$ cat src/rtl/mult_pkg.sv
// Shared definitions for the wide multi-precision multiplier lanes: operand
// geometry, product slice bounds, product type and controller state encoding.
package mult_pkg;

    // Operand width and digit-serial geometry
    localparam int W     = 110;
    localparam int DIGIT = 10;
    localparam int NDIG  = W / DIGIT;

    // Digit counter width (counts 0..NDIG-1)
    localparam int CNT_W = 4;

    // Full product width and the slices returned by the two lanes
    localparam int PROD_W = 2 * W;
    localparam int PP_W   = W + DIGIT;
    localparam int MID_HI = 217;
    localparam int MID_LO = 110;
    localparam int MID_W  = MID_HI - MID_LO + 1;
    localparam int UP_HI  = 219;
    localparam int UP_LO  = 218;
    localparam int UP_W   = UP_HI - UP_LO + 1;

    // Full-width product / accumulator type
    typedef logic [PROD_W-1:0] prod_t;

    // Operation controller states
    typedef enum logic {
        IDLE = 1'b0,
        BUSY = 1'b1
    } state_t;

    // Extract digit number idx (0 = most significant) of an operand
    function automatic logic [DIGIT-1:0] msb_digit(input logic [W-1:0] op,
                                                   input logic [CNT_W-1:0] idx);
        return DIGIT'(op >> (W - DIGIT - DIGIT * int'(idx)));
    endfunction

    // Horner step: shift the running sum one digit and add a partial product
    function automatic prod_t horner_step(input prod_t acc,
                                          input logic [PP_W-1:0] pp);
        return (acc << DIGIT) + {{(PROD_W - PP_W){1'b0}}, pp};
    endfunction

endpackage

$ cat src/rtl/multiplier_middle_bits_if.sv
// Operand/result bundle for the middle-slice multiplier lane. The master
// supplies operands with a one-cycle start strobe; the slave returns the
// registered middle slice of the product.
interface multiplier_middle_bits_if;
    import mult_pkg::*;

    logic             en;
    logic [W-1:0]     a;
    logic [W-1:0]     b;
    logic [MID_W-1:0] res;

    modport master (
        output en,
        output a,
        output b,
        input  res
    );

    modport slave (
        input  en,
        input  a,
        input  b,
        output res
    );

endinterface

$ cat src/rtl/mult_digit_pp.sv
// Combinational 110 x 10 unsigned partial product. One digit of the
// multiplier times the full multiplicand, kept at full 120-bit width.
module mult_digit_pp
    import mult_pkg::*;
(
    input  logic [W-1:0]     a,
    input  logic [DIGIT-1:0] d,
    output logic [PP_W-1:0]  pp
);

    // Both factors zero-extended to the product width so nothing truncates
    logic [PP_W-1:0] a_ext;
    logic [PP_W-1:0] d_ext;

    assign a_ext = {{DIGIT{1'b0}}, a};
    assign d_ext = {{W{1'b0}}, d};
    assign pp    = a_ext * d_ext;

endmodule

$ cat src/rtl/multiplier_middle_bits.sv
// Digit-serial 110 x 110 unsigned multiplier returning P[217:110].
// Operands are captured on the start strobe, then one 10-bit digit of b is
// folded in per cycle, most significant digit first (Horner form), so the
// accumulator holds the exact 220-bit product after 11 steps. The middle
// slice is registered one cycle later and held until the next result.
module multiplier_middle_bits
    import mult_pkg::*;
(
    input  logic                    clk,
    input  logic                    rst,
    multiplier_middle_bits_if.slave bus
);

    state_t             state;
    logic [CNT_W-1:0]   cnt;
    logic [W-1:0]       a_q;
    logic [W-1:0]       b_q;
    prod_t              acc;
    logic               fin;
    logic [MID_W-1:0]   res_q;

    logic [DIGIT-1:0]   digit;
    logic [PP_W-1:0]    pp;
    prod_t              acc_nxt;

    // Current multiplier digit and the next accumulator value
    always_comb begin
        digit   = msb_digit(b_q, cnt);
        acc_nxt = horner_step(acc, pp);
    end

    mult_digit_pp u_pp (
        .a  (a_q),
        .d  (digit),
        .pp (pp)
    );

    // Operation controller, accumulator and result register
    always_ff @(posedge clk) begin
        if (rst) begin
            state <= IDLE;
            cnt   <= '0;
            a_q   <= '0;
            b_q   <= '0;
            acc   <= '0;
            fin   <= 1'b0;
            res_q <= '0;
        end else begin
            fin <= 1'b0;
            case (state)
                IDLE: begin
                    if (bus.en) begin
                        a_q   <= bus.a;
                        b_q   <= bus.b;
                        acc   <= '0;
                        cnt   <= '0;
                        state <= BUSY;
                    end
                end
                BUSY: begin
                    // Start strobes are ignored here; the operation runs out.
                    acc <= acc_nxt;
                    cnt <= cnt + 1'b1;
                    if (cnt == CNT_W'(NDIG - 1)) begin
                        state <= IDLE;
                        fin   <= 1'b1;
                    end
                end
                default: begin
                    state <= IDLE;
                end
            endcase
            // The result register moves only the cycle after the last digit.
            if (fin) begin
                res_q <= acc[MID_HI:MID_LO];
            end
        end
    end

    assign bus.res = res_q;

endmodule

$ cat src/flat_wrapper.sv
// flat-port wrapper written by rule: the top's interface ports become plain ports
module multiplier_middle_bits_flat import mult_pkg::*;
  (clk, rst, bus_en, bus_a, bus_b, bus_res);
  multiplier_middle_bits_if bus_i ();
  input  logic clk;
  input  logic rst;
  input wire logic [$bits(bus_i.en)-1:0] bus_en;
  input wire logic [$bits(bus_i.a)-1:0] bus_a;
  input wire logic [$bits(bus_i.b)-1:0] bus_b;
  output wire logic [$bits(bus_i.res)-1:0] bus_res;
  assign bus_i.en = bus_en;
  assign bus_i.a = bus_a;
  assign bus_i.b = bus_b;
  assign bus_res = bus_i.res;
  multiplier_middle_bits u_core (.clk(clk), .rst(rst), .bus(bus_i));
endmodule
$ cat config.mk
export PLATFORM = sky130hd
export DESIGN_NAME = multiplier_middle_bits_flat
export DESIGN_NICKNAME = d
export VERILOG_FILES = /design/src/rtl/mult_pkg.sv /design/src/rtl/multiplier_middle_bits_if.sv /design/src/rtl/mult_digit_pp.sv /design/src/rtl/multiplier_middle_bits.sv /design/src/flat_wrapper.sv
export SDC_FILE = /design/constraint.sdc
export NUM_CORES = 2
export LEC_CHECK = 0
export ABC_AREA = 0
export CORE_MARGIN = 2
export CORE_UTILIZATION = 55
export DETAILED_ROUTE_END_ITERATION = 6
export PLACE_DENSITY = 0.74
export SLEW_MARGIN = 20
export SYNTH_ARGS = -nofsm -noshare
export SYNTH_HDL_FRONTEND = slang
export SYNTH_HIERARCHICAL = 1
export SYNTH_SLANG_ARGS = --single-unit
$ cat constraint.sdc
create_clock -name clk -period 15.4 [get_ports clk]
set_clock_uncertainty 0.1 [all_clocks]
set_input_delay 3.85 -clock clk [delete_from_list [all_inputs] [get_ports clk]]
set_output_delay 3.85 -clock clk [all_outputs]
set_load 0.01 [all_outputs]
## Yosys cells after proc, flatten, opt, wreduce, memory -nomap -nowiden

Index checks and enable logic that the tools add are counted.

- Register bits: 552
- Bits in latches: 0
- Memory bits (writable): 0
- Memories kept: 0
- Bits in read-only memories: 0
- Input bits: 223

- $lt $le $gt $ge: 0
- Bitwise gates (word level): 1
- $add $sub $neg: 3
- Divide/modulo/power cells: 0
- Mux-type cells: 8
- Eq/ne operators: 2
- Shifts and indexed selects: 1
- $mul: 2
- Reductions and logical operators: 2

Operators with widths:

| kind | count |
|---|---|
| $pmux 218 s2 | 1 |
| $add 218x120->218 | 1 |
| $mux 218 | 1 |
| $mul 110x10->120 | 1 |
| $shr 110x32->10 | 1 |
| $sub 8x32->32 const A | 1 |
| $pmux 4 s2 | 1 |
| $mul 3x4->7 const A | 1 |
| $add 4x1->4 const B | 1 |
| $eq 4x4->1 const B | 1 |
| $mux 4 | 1 |
| $mux 1 | 3 |
| $ne 2x2->1 const B | 1 |
| $pmux 1 s2 | 1 |
| $reduce_and 2->1 | 1 |
| $reduce_or 2->1 | 1 |
| $not 1->1 | 1 |

## Depth between registers and ports, before layout

- Depth after elaboration: 6
- Depth in mapped cells: 56

## Hierarchy

Netlist, hierarchy kept.

Modules (own cells, without submodules):

| module | area each (um^2) | times used | cells each | seq. area each (um^2) |
|---|---|---|---|---|
| mult_digit_pp | 34,600.7 | 1 | 4,092 | 0.0 |
| multiplier_middle_bits | 32,912.8 | 1 | 4,312 | 11,050.6 |

## Worst setup path before layout

OpenSTA, ideal clock, no wires.

- Kind: register to register
- Start point: reg u_core.cnt[0]
- End point: reg u_core.acc[179]
- Setup slack: 1.775 ns
- Data required time: 15.178 ns
- Arrival time: 13.403 ns
- Buffers on the path: 14
- Stages on the path, launching flop included: 49
- Clock period less this slack: 13.625 ns
- Path through: dfxtp_1 clkbuf_1 clkbuf_1 inv_1 buf_1 clkbuf_1 ha_1 clkbuf_1 buf_1 buf_1 clkbuf_1 clkbuf_1 a21oi_1 or3_1 a21oi_1 clkbuf_1 clkbuf_1 nand2_1 (+13 left out) or4b_1 a211oi_2 o31ai_4 a21oi_1 o21ai_0 xor2_1 ha_1 buf_2 nand2_1 or4_4 or4_4 o41ai_4 a41o_1 a21oi_1 o311a_1 buf_6 o311a_1 a221o_1

- Cells in the longest elaborated chain, start to end: 6

Ends and longest elaborated chain:

| element | line | RTL |
|---|---|---|
| start: declaration | multiplier_middle_bits.sv:15 | `logic [CNT_W-1:0] cnt;` |
| start signal: assignment | multiplier_middle_bits.sv:63 | `cnt <= cnt + 1'b1;` |
| $mul 3x4->7 | mult_pkg.sv:35 | `return DIGIT'(op >> (W - DIGIT - DIGIT * int'(idx)));` |
| $sub 8x32->32 | mult_pkg.sv:35 |  |
| $shr 110x32->10 | mult_pkg.sv:35 |  |
| net u_core.digit[3] | multiplier_middle_bits.sv:22 | `logic [DIGIT-1:0] digit;` |
| $mul 110x10->120 | mult_digit_pp.sv:17 | `assign pp = a_ext * d_ext;` |
| net u_core.pp[49] | multiplier_middle_bits.sv:23 | `logic [PP_W-1:0] pp;` |
| $add 218x120->218 | mult_pkg.sv:41 | `return (acc << DIGIT) + {{(PROD_W - PP_W){1'b0}}, pp};` |
| $pmux 218 s2 | multiplier_middle_bits.sv:50 | `case (state)` |
| end signal: assignment | multiplier_middle_bits.sv:62 | `acc <= acc_nxt;` |
| end: declaration | multiplier_middle_bits.sv:18 | `prod_t acc;` |

The timed path passes the listed nets, and every way through them passes these cells.
A chain may end at the register's enable or synchronous reset.

## Worst setup path in the final report

- Start point: reg u_core.cnt[0]
- End point: reg u_core.acc[207]

Same word-level chain as after synthesis.

==> metrics.log <==
[metrics] grt total ovfl: 0
[metrics] number of synthesis warnings: 6
[metrics] IR drop worst, VDD: 0.119 mV
[metrics] # H-tree levels: 2
[metrics] number of setup violations in the final report: 0
[metrics] detailed-router iteration count before antenna repair: 7
[metrics] Crit path largest cell delay: 0.67 ns
[metrics] fraction of layout instances using a drive strength above 1: 3.94%
[metrics] final worst path period need: 14.88 ns
[metrics] half-perimeter wire length after placement: 168 mm
[metrics] Slew headroom: 22.6%
[metrics] initial antenna violation count: 4
[metrics] PortBufs: 330
[metrics] last weighted congestion value of the routability-driven placer: 0.996
[metrics] Layout area overhead: 8.95%
[metrics] number of slew-limit violations in the final report: 0
[metrics] total nets after synthesis: 9762
[metrics] number of distinct library cell variants in the gate-level netlist after synthesis: 96
[metrics] Synth area leaders: fa_1, dfxtp_1, nand2_1
[metrics] share of synthesized registers carrying an async set or reset: 0%
[metrics] Setup crit end kind: flip-flop
[metrics] count of buffering cells on the critical path with inverters included: 7
[metrics] total standard cell area after synthesis: 67500 sq um
[metrics] DR WL/cell: 21.8 um
[metrics] worst hold-check slack: 0.359 ns
[metrics] Worst Setup Start Kind: flip-flop
[metrics] mean cell area of the mapped netlist: 8.03 sq um
[metrics] pwr/cell area: 68.6 nW/um^2
[metrics] maximum number of pins on one net before global-route repair: 104
[metrics] Post-synth top flop: dfxtp_1
[metrics] largest delay contributor family on the critical path: adder cells
[metrics] total via count in the routed design: 60437
[metrics] Reg clk slew, reported paths: 0.08 ns
[metrics] vertical die dimension: 354 um
[metrics] clock tree from TritonCTS: built
[metrics] placeable core region: 122000 sq um
[metrics] post-place setup slack: 0.560 ns
[metrics] top cell type by total area after synthesis: fa_1
[metrics] Worst Hold Class: flip-flop to flip-flop
[metrics] data required time of the worst path: 15.85 ns
[metrics] maximum frequency from static timing analysis: 67.2 MHz
[metrics] gate count after technology mapping: 8404
[metrics] Detailed Route Iter0 Violations: 6233
[metrics] Final WS setup: 0.523 ns
[metrics] Setup Buffers After CTS: 0
[metrics] via density per instance: 6.08
[metrics] overall track demand over capacity in global routing: 33.9%
[metrics] count of flip-flops with a built-in enable after synthesis: 0
[metrics] number of flip-flops and latches in the synthesized netlist: 552
[metrics] leakage power: 32.4 nW
[metrics] final-stage net count: 9629
[metrics] number of rows in the core area: 128
[metrics] Max Cap Viol: 0
[metrics] Worst Path Max Fanout: 65
[metrics] final cycle utilization of the critical path: 96.6%
[metrics] total clock buffers created by CTS: 60
[metrics] Routed Wire Length: 216 mm
[metrics] number of inserted diodes: 0
[metrics] die width: 354 um
[metrics] CTS root buf: clkbuf_16
[metrics] Most common cell on crit path: fa_1
[metrics] number of clock sinks: 552
[metrics] RSZ-0062 raised after global routing: false
[metrics] number of fill cells in the layout: 10782
[metrics] clock latency of the later-clocked register in the worst-skew pair: 0.73 ns
[metrics] # IOs: 331
[metrics] sequential cell area in the final layout: 11100 sq um
[metrics] area enclosed by the die boundary: 126000 sq um
[metrics] kind of critical path: flip-flop to flip-flop
[metrics] wire length of the first global-routing pass: 341 mm
[metrics] result of the run: finished, violations left
[metrics] initial cell density of the core: 55.4%
[metrics] Worst Tran Pin Value: 1.15 ns
[metrics] remaining design rule violation count: 2
[metrics] portion of the post-synthesis area used by sequential elements: 16.4%
[metrics] via count of the first global-routing pass: 60151
[metrics] endpoints failing hold: 0
[metrics] violated checks: design-rule violations
[metrics] hold-fix buffers at CTS: 0
[metrics] Multi-input gate area: 51600 sq um
[metrics] signal arrival time at the worst endpoint: 15.32 ns
[metrics] number of nets with antenna violations after detailed routing: 0
[metrics] final sum of negative setup slack: 0 ns
[metrics] final total power: 0.00504 W
[metrics] Synth top area share: 25.6%
[metrics] maximum number of buffers from clock root to sink: 3
[metrics] slowest cell on the critical path: fa_1
-- metrics by stage --
stage / util [%] / cell area, sq um / instances
global route: 60.4 / 73600 / 9947
global placement: 58.5 / 71300 / 9831
finish: 60.4 / 73600 / 9947
detailed placement: 58.5 / 71300 / 9831
CTS: 60.3 / 73500 / 9944
floorplan: - / 67500 / 8404
-- worst register-to-register path, delay by kind of cell (launching register included) --
family	cells	cell delay, ns
AOI/OAI and AO/OA	12	4.07
xor gates and xnor gates	3	1.12
adders and majority gates	8	4.17
buffers and inverters	7	1.97
DFF	1	0.62
muxes	3	1.23
and+or+nand+nor	6	1.43
-- metal layers --
| metal | share of wire, % | track usage (%) |
|---|---|---|
| met1 | 43 | 48.4 |
| met2 | 44 | 52.2 |
| met3 | 9.4 | 6.35 |
| met4 | 3.3 | 10.8 |
| met5 | 0.0092 | 0 |
-- registers in the layout, summed over array words and instances (netlist names) --
name	count
u_core/b_q	110
u_core/a_q	110
u_core/cnt	4
u_core/state	1
u_core/fin	1
u_core/bus.res	108
u_core/acc	218
-- synth_stat cells, types with 14 or more instances --
library cell / number
a2111oi_0: 14
a211oi_1: 42
a21boi_0: 15
a21o_1: 85
a21oi_1: 694
a22o_1: 14
a31oi_1: 42
and2_1: 669
and3_1: 60
and4_1: 17
buf_1: 80
buf_2: 18
clkbuf_1: 497
dfxtp_1: 552
fa_1: 864
ha_1: 271
inv_1: 762
mux2i_1: 173
mux4_2: 61
nand2_1: 1476
nand2b_1: 18
nand3_1: 119
nand4_1: 139
nor2_1: 457
nor2b_1: 18
nor3_1: 107
nor3b_1: 65
nor4_1: 43
o211ai_1: 31
o21a_1: 27
o21ai_0: 335
o21bai_1: 68
o22ai_1: 16
o31ai_1: 17
or2_2: 14
or3_1: 24
xnor2_1: 208
xor2_1: 93
-- layout make-up --
type,instances,share of cell area (%)
flip-flops and latches,552,15.0
inverters,763,3.89
repair buffers,400,5.23
clock inverters,39,0.675
well taps,1625,2.76
multi-input cells,6494,70.1
clock buffers,74,2.26
-- logic make-up after synthesis --
| kind of cell | after synthesis | share of synthesized area, % |
|---|---|---|
| adder cells (fa/ha/maj) | 1135 | 30.6 |
| flip-flops | 552 | 16.4 |
| buffers and inverters | 1361 | 7.62 |
| XOR/XNOR | 301 | 3.90 |
| AO/OA/AOI/OAI | 1555 | 13.8 |
| AND/OR/NAND/NOR | 3262 | 23.0 |
| multiplexers | 238 | 4.67 |
-- repair_timing --
item                       in CTS  in global routing
setup endpoints to repair       0                 10
hold endpoints to repair        0                  0
gates resized for setup         0                  2
-- placed cells by master (no fill, tap or decap), types with 68 or more instances in the layout --
| cell type | Yosys | final |
|---|---|---|
| a21o_1 | 85 | 85 |
| a21oi_1 | 694 | 692 |
| and2_1 | 669 | 669 |
| buf_4 | 0 | 68 |
| clkdlybuf4s50_1 | 0 | 328 |
| dfxtp_1 | 552 | 549 |
| fa_1 | 864 | 864 |
| ha_1 | 271 | 270 |
| inv_1 | 762 | 762 |
| mux2i_1 | 173 | 173 |
| nand2_1 | 1476 | 1475 |
| nand3_1 | 119 | 119 |
| nand4_1 | 139 | 139 |
| nor2_1 | 457 | 454 |
| nor3_1 | 107 | 105 |
| o21ai_0 | 335 | 335 |
| o21bai_1 | 68 | 68 |
| xnor2_1 | 208 | 204 |
| xor2_1 | 93 | 91 |
-- final timing paths --
kind | end | depth (start not counted) | slack (ns) | start
min reg2reg | u_core/acc[96] | 2 | 0.36 | u_core/acc[96]
max | u_core/acc[207] | 39 | 0.52 | u_core/cnt[0]
max reg2reg | u_core/acc[207] | 39 | 0.52 | u_core/cnt[0]
min | u_core/acc[96] | 2 | 0.36 | u_core/acc[96]
-- power breakdown --
part	leakage, nW	switching, W	internal (W)
sequential	4.49	0.000120	0.00149
clock	1.06	0.000689	0.000897
combinational	26.8	0.00120	0.000651
(Power assumes the default switching activity.)
